<file path="src/rtl/axi_wr_arb_pkg.sv">
// rtl/axi_wr_arb_pkg.sv - shared FSM state type, AXI constants and pointer helper for axi_wr_arb
package axi_wr_arb_pkg;

   typedef enum logic [1:0] {
      ST_IDLE = 2'd0,
      ST_ADDR = 2'd1,
      ST_DATA = 2'd2,
      ST_RESP = 2'd3
   } state_e;

   localparam logic [1:0] BURST_INCR = 2'b01;
   localparam logic [1:0] RESP_OKAY  = 2'b00;
   localparam logic [2:0] SIZE_4B    = 3'b010;

   // Modulo-n increment used to advance the round-robin pointer past the last owner.
   function automatic int wrap_inc(input int idx, input int n);
      return (idx + 1 >= n) ? 0 : idx + 1;
   endfunction

endpackage

</file>
<file path="src/rtl/axi_wr_arb_rr_arbiter.sv">
// rtl/axi_wr_arb_rr_arbiter.sv - combinational round-robin pick: first requester at or after ptr_i
module axi_wr_arb_rr_arbiter #(
   parameter int NUM_REQ = 4,
   parameter int IDX_W   = $clog2(NUM_REQ)
) (
   input  logic [NUM_REQ-1:0] req_i,
   input  logic [IDX_W-1:0]   ptr_i,
   output logic [NUM_REQ-1:0] grant_o,
   output logic [IDX_W-1:0]   idx_o,
   output logic               valid_o
);

   logic [IDX_W-1:0] cand;
   logic             found;

   always_comb begin
      grant_o = '0;
      idx_o   = '0;
      found   = 1'b0;
      cand    = '0;
      for (int k = 0; k < NUM_REQ; k++) begin
         cand = IDX_W'((int'(ptr_i) + k) % NUM_REQ);
         if (!found && req_i[cand]) begin
            found         = 1'b1;
            grant_o[cand] = 1'b1;
            idx_o         = cand;
         end
      end
      valid_o = found;
   end

endmodule

</file>
<file path="src/rtl/axi_wr_arb.sv">
// rtl/axi_wr_arb.sv - round-robin AXI4 write-port arbiter, one whole AW/W/B transaction per grant
// Optional error counter enabled by defining AXI_WR_ARB_ERRCNT_EN.
module axi_wr_arb
   import axi_wr_arb_pkg::*;
#(
   parameter int NUM_REQ = 4,
   parameter int ADDR_W  = 32,
   parameter int DATA_W  = 32,
   parameter int IDX_W   = $clog2(NUM_REQ)
) (
   input  logic                      clk_i,
   input  logic                      reset_i,
   input  logic [NUM_REQ*ADDR_W-1:0] s_awaddr_i,
   input  logic [NUM_REQ*4-1:0]      s_awlen_i,
   input  logic [NUM_REQ*3-1:0]      s_awsize_i,
   input  logic [NUM_REQ*2-1:0]      s_awburst_i,
   input  logic [NUM_REQ-1:0]        s_awvalid_i,
   output logic [NUM_REQ-1:0]        s_awready_o,
   input  logic [NUM_REQ*DATA_W-1:0] s_wdata_i,
   input  logic [NUM_REQ-1:0]        s_wlast_i,
   input  logic [NUM_REQ-1:0]        s_wvalid_i,
   output logic [NUM_REQ-1:0]        s_wready_o,
   output logic [1:0]                s_bresp_o,
   output logic [NUM_REQ-1:0]        s_bvalid_o,
   input  logic [NUM_REQ-1:0]        s_bready_i,
   output logic [ADDR_W-1:0]         m_awaddr_o,
   output logic [3:0]                m_awlen_o,
   output logic [2:0]                m_awsize_o,
   output logic [1:0]                m_awburst_o,
   output logic                      m_awvalid_o,
   input  logic                      m_awready_i,
   output logic [DATA_W-1:0]         m_wdata_o,
   output logic                      m_wlast_o,
   output logic                      m_wvalid_o,
   input  logic                      m_wready_i,
   input  logic [1:0]                m_bresp_i,
   input  logic                      m_bvalid_i,
   output logic                      m_bready_o,
   output logic [IDX_W-1:0]          grant_idx_o,
   output logic                      busy_o,
   output logic [15:0]               err_cnt_o
);

   state_e              state_q, state_d;
   logic [IDX_W-1:0]    grant_q, grant_d;
   logic [IDX_W-1:0]    rr_ptr_q, rr_ptr_d;
   logic [3:0]          beat_cnt_q, beat_cnt_d;
   logic [ADDR_W-1:0]   awaddr_q, awaddr_d;
   logic [3:0]          awlen_q, awlen_d;
   logic [2:0]          awsize_q, awsize_d;
   logic [1:0]          awburst_q, awburst_d;

   logic [NUM_REQ-1:0]  arb_grant;
   logic [IDX_W-1:0]    arb_idx;
   logic                arb_valid;
   logic                w_hs;
   logic                b_hs;

   axi_wr_arb_rr_arbiter #(
      .NUM_REQ (NUM_REQ),
      .IDX_W   (IDX_W)
   ) u_rr_arbiter (
      .req_i   (s_awvalid_i),
      .ptr_i   (rr_ptr_q),
      .grant_o (arb_grant),
      .idx_o   (arb_idx),
      .valid_o (arb_valid)
   );

   assign w_hs = m_wvalid_o && m_wready_i;
   assign b_hs = m_bvalid_i && m_bready_o;

   always_ff @(posedge clk_i) begin
      if (reset_i) begin
         state_q <= ST_IDLE;
      end else begin
         state_q <= state_d;
      end
   end

   always_comb begin
      state_d = state_q;
      case (state_q)
         ST_IDLE: if (arb_valid)                state_d = ST_ADDR;
         ST_ADDR: if (m_awready_i)              state_d = ST_DATA;
         ST_DATA: if (w_hs && m_wlast_o)        state_d = ST_RESP;
         ST_RESP: if (b_hs)                     state_d = ST_IDLE;
         default:                               state_d = ST_IDLE;
      endcase
   end

   // W and B are steered combinationally from the owner so they add no latency.
   always_comb begin
      s_awready_o = '0;
      m_awvalid_o = 1'b0;
      m_wvalid_o  = 1'b0;
      m_wlast_o   = 1'b0;
      s_wready_o  = '0;
      s_bvalid_o  = '0;
      m_bready_o  = 1'b0;
      case (state_q)
         ST_IDLE: s_awready_o = arb_grant;
         ST_ADDR: m_awvalid_o = 1'b1;
         ST_DATA: begin
            m_wvalid_o          = s_wvalid_i[grant_q];
            m_wlast_o           = (beat_cnt_q == awlen_q);
            s_wready_o[grant_q] = m_wready_i;
         end
         ST_RESP: begin
            s_bvalid_o[grant_q] = m_bvalid_i;
            m_bready_o          = s_bready_i[grant_q];
         end
         default: ;
      endcase
   end

   always_comb begin
      grant_d    = grant_q;
      rr_ptr_d   = rr_ptr_q;
      beat_cnt_d = beat_cnt_q;
      awaddr_d   = awaddr_q;
      awlen_d    = awlen_q;
      awsize_d   = awsize_q;
      awburst_d  = awburst_q;
      case (state_q)
         ST_IDLE: begin
            if (arb_valid) begin
               grant_d   = arb_idx;
               awaddr_d  = s_awaddr_i[arb_idx*ADDR_W +: ADDR_W];
               awlen_d   = s_awlen_i[arb_idx*4 +: 4];
               awsize_d  = s_awsize_i[arb_idx*3 +: 3];
               awburst_d = s_awburst_i[arb_idx*2 +: 2];
            end
         end
         ST_ADDR: if (m_awready_i) beat_cnt_d = '0;
         // The last beat leaves DATA, so the counter stops at awlen and never wraps.
         ST_DATA: if (w_hs && !m_wlast_o) beat_cnt_d = beat_cnt_q + 4'd1;
         ST_RESP: if (b_hs) rr_ptr_d = IDX_W'(wrap_inc(int'(grant_q), NUM_REQ));
         default: ;
      endcase
   end

   always_ff @(posedge clk_i) begin
      if (reset_i) begin
         grant_q    <= '0;
         rr_ptr_q   <= '0;
         beat_cnt_q <= '0;
         awaddr_q   <= '0;
         awlen_q    <= '0;
         awsize_q   <= '0;
         awburst_q  <= '0;
      end else begin
         grant_q    <= grant_d;
         rr_ptr_q   <= rr_ptr_d;
         beat_cnt_q <= beat_cnt_d;
         awaddr_q   <= awaddr_d;
         awlen_q    <= awlen_d;
         awsize_q   <= awsize_d;
         awburst_q  <= awburst_d;
      end
   end

   assign m_awaddr_o  = awaddr_q;
   assign m_awlen_o   = awlen_q;
   assign m_awsize_o  = awsize_q;
   assign m_awburst_o = awburst_q;
   assign m_wdata_o   = s_wdata_i[grant_q*DATA_W +: DATA_W];
   assign s_bresp_o   = m_bresp_i;
   assign grant_idx_o = grant_q;
   assign busy_o      = (state_q != ST_IDLE);

`ifdef AXI_WR_ARB_ERRCNT_EN
   logic [15:0] err_cnt_q, err_cnt_d;
   logic [16:0] err_sum;

   // B error and last-beat mismatch are counted independently, so one cycle may add 2.
   always_comb begin
      err_sum   = {1'b0, err_cnt_q}
                + 17'(b_hs && (m_bresp_i != RESP_OKAY))
                + 17'(w_hs && (s_wlast_i[grant_q] != m_wlast_o));
      err_cnt_d = err_sum[16] ? 16'hFFFF : err_sum[15:0];
   end

   always_ff @(posedge clk_i) begin
      if (reset_i) begin
         err_cnt_q <= '0;
      end else begin
         err_cnt_q <= err_cnt_d;
      end
   end

   assign err_cnt_o = err_cnt_q;
`else
   logic unused_wlast;
   assign unused_wlast = ^s_wlast_i;
   assign err_cnt_o    = '0;
`endif

endmodule

</file>
<file path="config.mk">
export PLATFORM = sky130hd
export DESIGN_NAME = axi_wr_arb
export DESIGN_NICKNAME = d
export VERILOG_FILES = /design/src/rtl/axi_wr_arb_pkg.sv /design/src/rtl/axi_wr_arb_rr_arbiter.sv /design/src/rtl/axi_wr_arb.sv
export SDC_FILE = /design/constraint.sdc
export NUM_CORES = 1
export LEC_CHECK = 0
export CORE_AREA = 2 2 167 169
export CTS_CLUSTER_SIZE = 28
export DETAILED_ROUTE_END_ITERATION = 7
export DIE_AREA = 0 0 169 171
export GPL_TIMING_DRIVEN = 0
export PLACE_DENSITY = 0.62
export SLEW_MARGIN = 40
export SYNTH_ARGS = -nofsm -noshare
export SYNTH_HDL_FRONTEND = slang
export SYNTH_SLANG_ARGS = --single-unit
</file>
<file path="constraint.sdc">
create_clock -name clk_i -period 4 [get_ports clk_i]
set_input_delay 0.8 -clock clk_i [delete_from_list [all_inputs] [get_ports clk_i]]
set_output_delay 0.8 -clock clk_i [all_outputs]
set_load 0.01 [all_outputs]
</file>
==> results by group <==
Setup path
  • Slack of the worst reg-to-reg path: ~0.45 ns
  • Top cell by count, worst path: buf_6
  • CP Launch Point: s_awvalid_i[2]
  • WP data required: 3.20 ns
  • Critical Path, Cell by Cell: clkdlybuf4s50_1, buf_2, mux4_2, nor2b_4, buf_6, buf_6, a221o_1, o21ai_0, a21oi_2, buf_4
  • Crit path max-delay cell type: mux4_2
  • CP peak stage delay: between 0.5 and 0.6 ns
  • CP Capture Type: primary output
  • CP arrival: approximately 3.1 ns
  • Crit path launch type: input pin
  • Crit Path Category: input pin to primary output
  • Cells on worst reg2reg path: 12
  • Critical path fanouts, max: 10
  • RR Endpoint: m_awaddr_o[5]
  • Worst path depth: 10
  • Crit Reg-Reg Startpoint: rr_ptr_q[0]
  • Crit-path leading delay family: buffers and inverters
  • CP Buf/Inv Count: 5
  • Crit path to: s_awready_o[3]

CTS
  • CTS tree: yes
  • Num Clock Sinks: 51
  • Max Buffers Root-to-Sink: 2
  • Root Buffer: clkbuf_16
  • Number of buffers created by CTS: 5
  • Clock Latency Late Sink: between 0.3 and 0.4 ns
  • Clock slew at reported path FFs: roughly 0.08 ns
  • H-tree Lvls: 2

Timing
  • Unrepaired setup endpoints after global routing: no
  • Clk_skew: around 0.0069 ns
  • Tightest Pin Transition: around 0.79 ns
  • Max Slew Vio Count: 0
  • Worst relative slew slack: a little under half
  • Max frequency: 258 MHz
  • Tcrit/Tclk final: between 90% and 100%
  • Final Worst Setup Slack: approximately 0.13 ns
  • Count of final setup violators: 0
  • Final Hold Fails: 0
  • Minimum clock period: 3.87 ns

Detailed routing
  • Initial detailed-routing violation count: slightly above 500
  • Routed wire length: roughly 35 mm
  • Vias per inst: between 5 and 6
  • Drc violations: 0
  • DRT Pass-1 Iters: 5
  • Vias: a little over 8000
  • Drt wl/cell: about 23 um
  • Antenna-violating nets left: 0

Power
  • Power per cell area: roughly 360 mW/mm2
  • Net Sw Power: about 1.7 mW
  • Peak VDD IR: 0.000163 V
  • Pint: roughly 2.3 mW
  • Comb pwr share: 67.2%
  • Reg power frac: approximately a fifth
  • Clock share of power: a little under an eighth
  • Net switching share of the total power: between 40% and 50%
  • Leak: 3.94 nW

Synth
  • Compound-Gate Fraction of Synth Area: 29.9%
  • Post-synth top area cell: dfxtp_1
  • Post-synth cell types: between 50 and 60
  • Simple-Gate Fraction of Synth Area: approximately a fifth
  • Post-Syn Area: roughly 0.0062 mm2
  • Asr flop ratio synth: 0%
  • Number of synthesized flops with an enable pin: 0
  • Commonest cells in the synthesized netlist: a211oi_1 (81), dfxtp_1 (51), nor2_1 (50), nor3_1 (50), clkbuf_1 (48)
  • Most common cell in the synthesized netlist: a211oi_1
  • Synth top area cells: dfxtp_1 (16%), mux4_2 (13%), a211oi_1 (9.8%)
  • Post-synthesis mux area share: 20.3%
  • Seq/Total Area, Yosys: 16.4%
  • Syn. warnings: 0
  • Register bit total from synthesis: between 50 and 60
  • Syn Area/Cell: roughly 8.3 um2
  • Main synth FF type: dfxtp_1
  • Synthesized netlist cell count: between 700 and 800
  • Adder-cell share of the synthesized area: 3.42%
  • Largest family of logic cells by synthesized area: compound AO/OA/AOI/OAI gates
  • Yosys top cell area share: about 16%
  • XOR/XNOR share of the synthesized area: 0.563%

Cells and area
  • Multi-input gate area: around 0.0047 mm2
  • Share of post-route cells with drive strength above 1: a little under an eighth
  • Synth-to-Final Area Change: 77.0%
  • Final #Nets: ~1500
  • Post-Layout Cell Count: between 1500 and 2000
  • Filler Cell Count: about 2700
  • Seq. cell area: between 0.001 and 0.0015 mm2

Die
  • Row count: between 60 and 70
  • CORE AREA: between 0.02 and 0.03 mm2
  • Number of I/O pins: approximately 430
  • Die H: 171 um
  • Die area: ~0.029 mm2
  • Initial Utilization: 22.8%
  • DIE WIDTH: 169 um

Outcome
  • Status: completed

Global routing
  • Number of global-route vias before repair: between 7000 and 8000
  • First-pass GRT wire length: 49.4 mm
  • GRT overflow: 0
  • Initial antenna violation count: 10
  • Largest net degree at the start of global routing: 19
  • Total GRT Usage: 22.7%

Placed design
  • Dpl ws: -1.45 ns
  • Final GP Congestion: about 0.89
  • Hpwl dp: 28.8 mm
  • Port buffer count: 400
  • Placed insts: 1512

Hold path
  • Worst Hold Path Cells: 2
  • Class of the worst hold path: flip-flop to flip-flop

Flow run
  • Max Cap Violations: 0
[power by group through the flow]
stage / clock network (mW) / logic (mW) / registers, mW
2_1_floorplan: 0 / 1.26 / 0.894
3_3_place_gp: 0 / 2.66 / 0.852
3_5_place_dp: 0 / 2.69 / 0.852
4_1_cts: 0.490 / 2.71 / 0.841
5_1_grt: 0.504 / 2.91 / 0.857
6_report: 0.479 / 2.70 / 0.838
[how the worst min path moves through the flow]
stage	startpoint	to	slack [ns]
floorplan	state_q[1]	state_q[1]	0.52
global placement	m_awaddr_o[4]	m_awaddr_o[4]	0.50
detailed placement	m_awaddr_o[4]	m_awaddr_o[4]	0.50
CTS	m_awaddr_o[4]	m_awaddr_o[4]	0.51
global route	m_awaddr_o[9]	m_awaddr_o[9]	0.56
finish	m_awaddr_o[4]	m_awaddr_o[4]	0.53
[routing by layer]
metal	routed length (um)	global-route usage (%)	up-vias
li1	-	-	3749
met1	13500	26.9	3894
met2	17900	41.9	403
met3	2550	4.37	52
met4	870	5.91	4
met5	27	0	-
[cells by family (layout without fill, tap and decap cells)]
kind of cell	after synthesis	count (layout)
buf+inv	110	524
flops	51	51
other cells	1	19
simple gates	242	242
fa+ha+maj	17	17
compound gates	245	245
xor+xnor	4	4
mux	81	81
[registers in the layout (all words and copies together), names as in the netlist]
signal       flops
m_awburst_o      2
m_awsize_o       3
beat_cnt_q       4
m_awlen_o        4
rr_ptr_q         2
state_q          2
m_awaddr_o      32
grant_idx_o      2
[metrics by stage]
| stage | setup TNS (ns) | utilization, % | hold slack, ns | total power, mW | instance area [um2] |
|---|---|---|---|---|---|
| 5_1_grt | 0 | 40.3 | 0.563 | 4.27 | 11000 |
| 2_1_floorplan | 0 | - | 0.518 | 2.15 | 6280 |
| 3_5_place_dp | -19.77 | 39.2 | 0.501 | 3.54 | 10700 |
| 4_1_cts | 0 | 40.0 | 0.513 | 4.04 | 10900 |
| 3_3_place_gp | -16.58 | 39.2 | 0.497 | 3.52 | 10700 |
| 6_report | 0 | 40.3 | 0.533 | 4.01 | 11000 |
[final cells by class]
type	instances	share of cell area (%)
diodes	3	0.0682
plain buffers	98	4.96
clock buffers	5	1.14
clock inverters	3	0.250
inverters	9	0.307
multi-input cells	605	43.0
flip-flops and latches	51	9.31
well taps	346	3.93
repair buffers	409	37.0
[worst reg2reg max path, delay by kind of cell, from the launching register on]
kind / cells / cell delay [ns]
DFF: 1 / 0.36
adders and majority gates: 1 / 0.30
buffers and inverters: 6 / 1.22
muxes: 1 / 0.36
AOI/OAI and AO/OA: 4 / 1.19
[cell usage in the layout (no fill, tap or decap), drive strengths merged, types with 2 or more instances in the layout]
cell type,synthesis,final
clkdlybuf4s50,0,396
a211oi,81,81
buf,53,62
clkbuf,48,52
nor2,51,51
dfxtp,51,51
nor3,50,50
mux2i,43,43
nand2,38,38
mux4,36,36
o22ai,34,34
o21ai,30,30
and2,26,26
or3,25,25
nand3b,24,24
o21bai,24,24
a311oi,24,24
o31a,17,17
ha,17,17
conb,1,16
a21oi,14,14
inv,8,9
and3,8,8
nand3,5,5
a221o,4,4
xnor2,4,4
diode,0,3
o211ai,3,3
nand2b,3,3
o21a,3,3
nor2b,3,3
a2111oi,3,3
nor3b,2,2
mux2,2,2
nor4,2,2
a21bo,2,2
dlygate4sd2,0,2
clkinv,1,2
[repair_timing]
| item | CTS | global route |
|---|---|---|
| gates cloned | 0 | 0 |
| pin swaps | 2 | 3 |
| gates resized for setup | 26 | 6 |
| hold buffers | 0 | 0 |
| setup buffers | 5 | 3 |
| endpoints found under the setup margin | 47 | 4 |
Note: power is estimated with default switching activity, not from simulation.
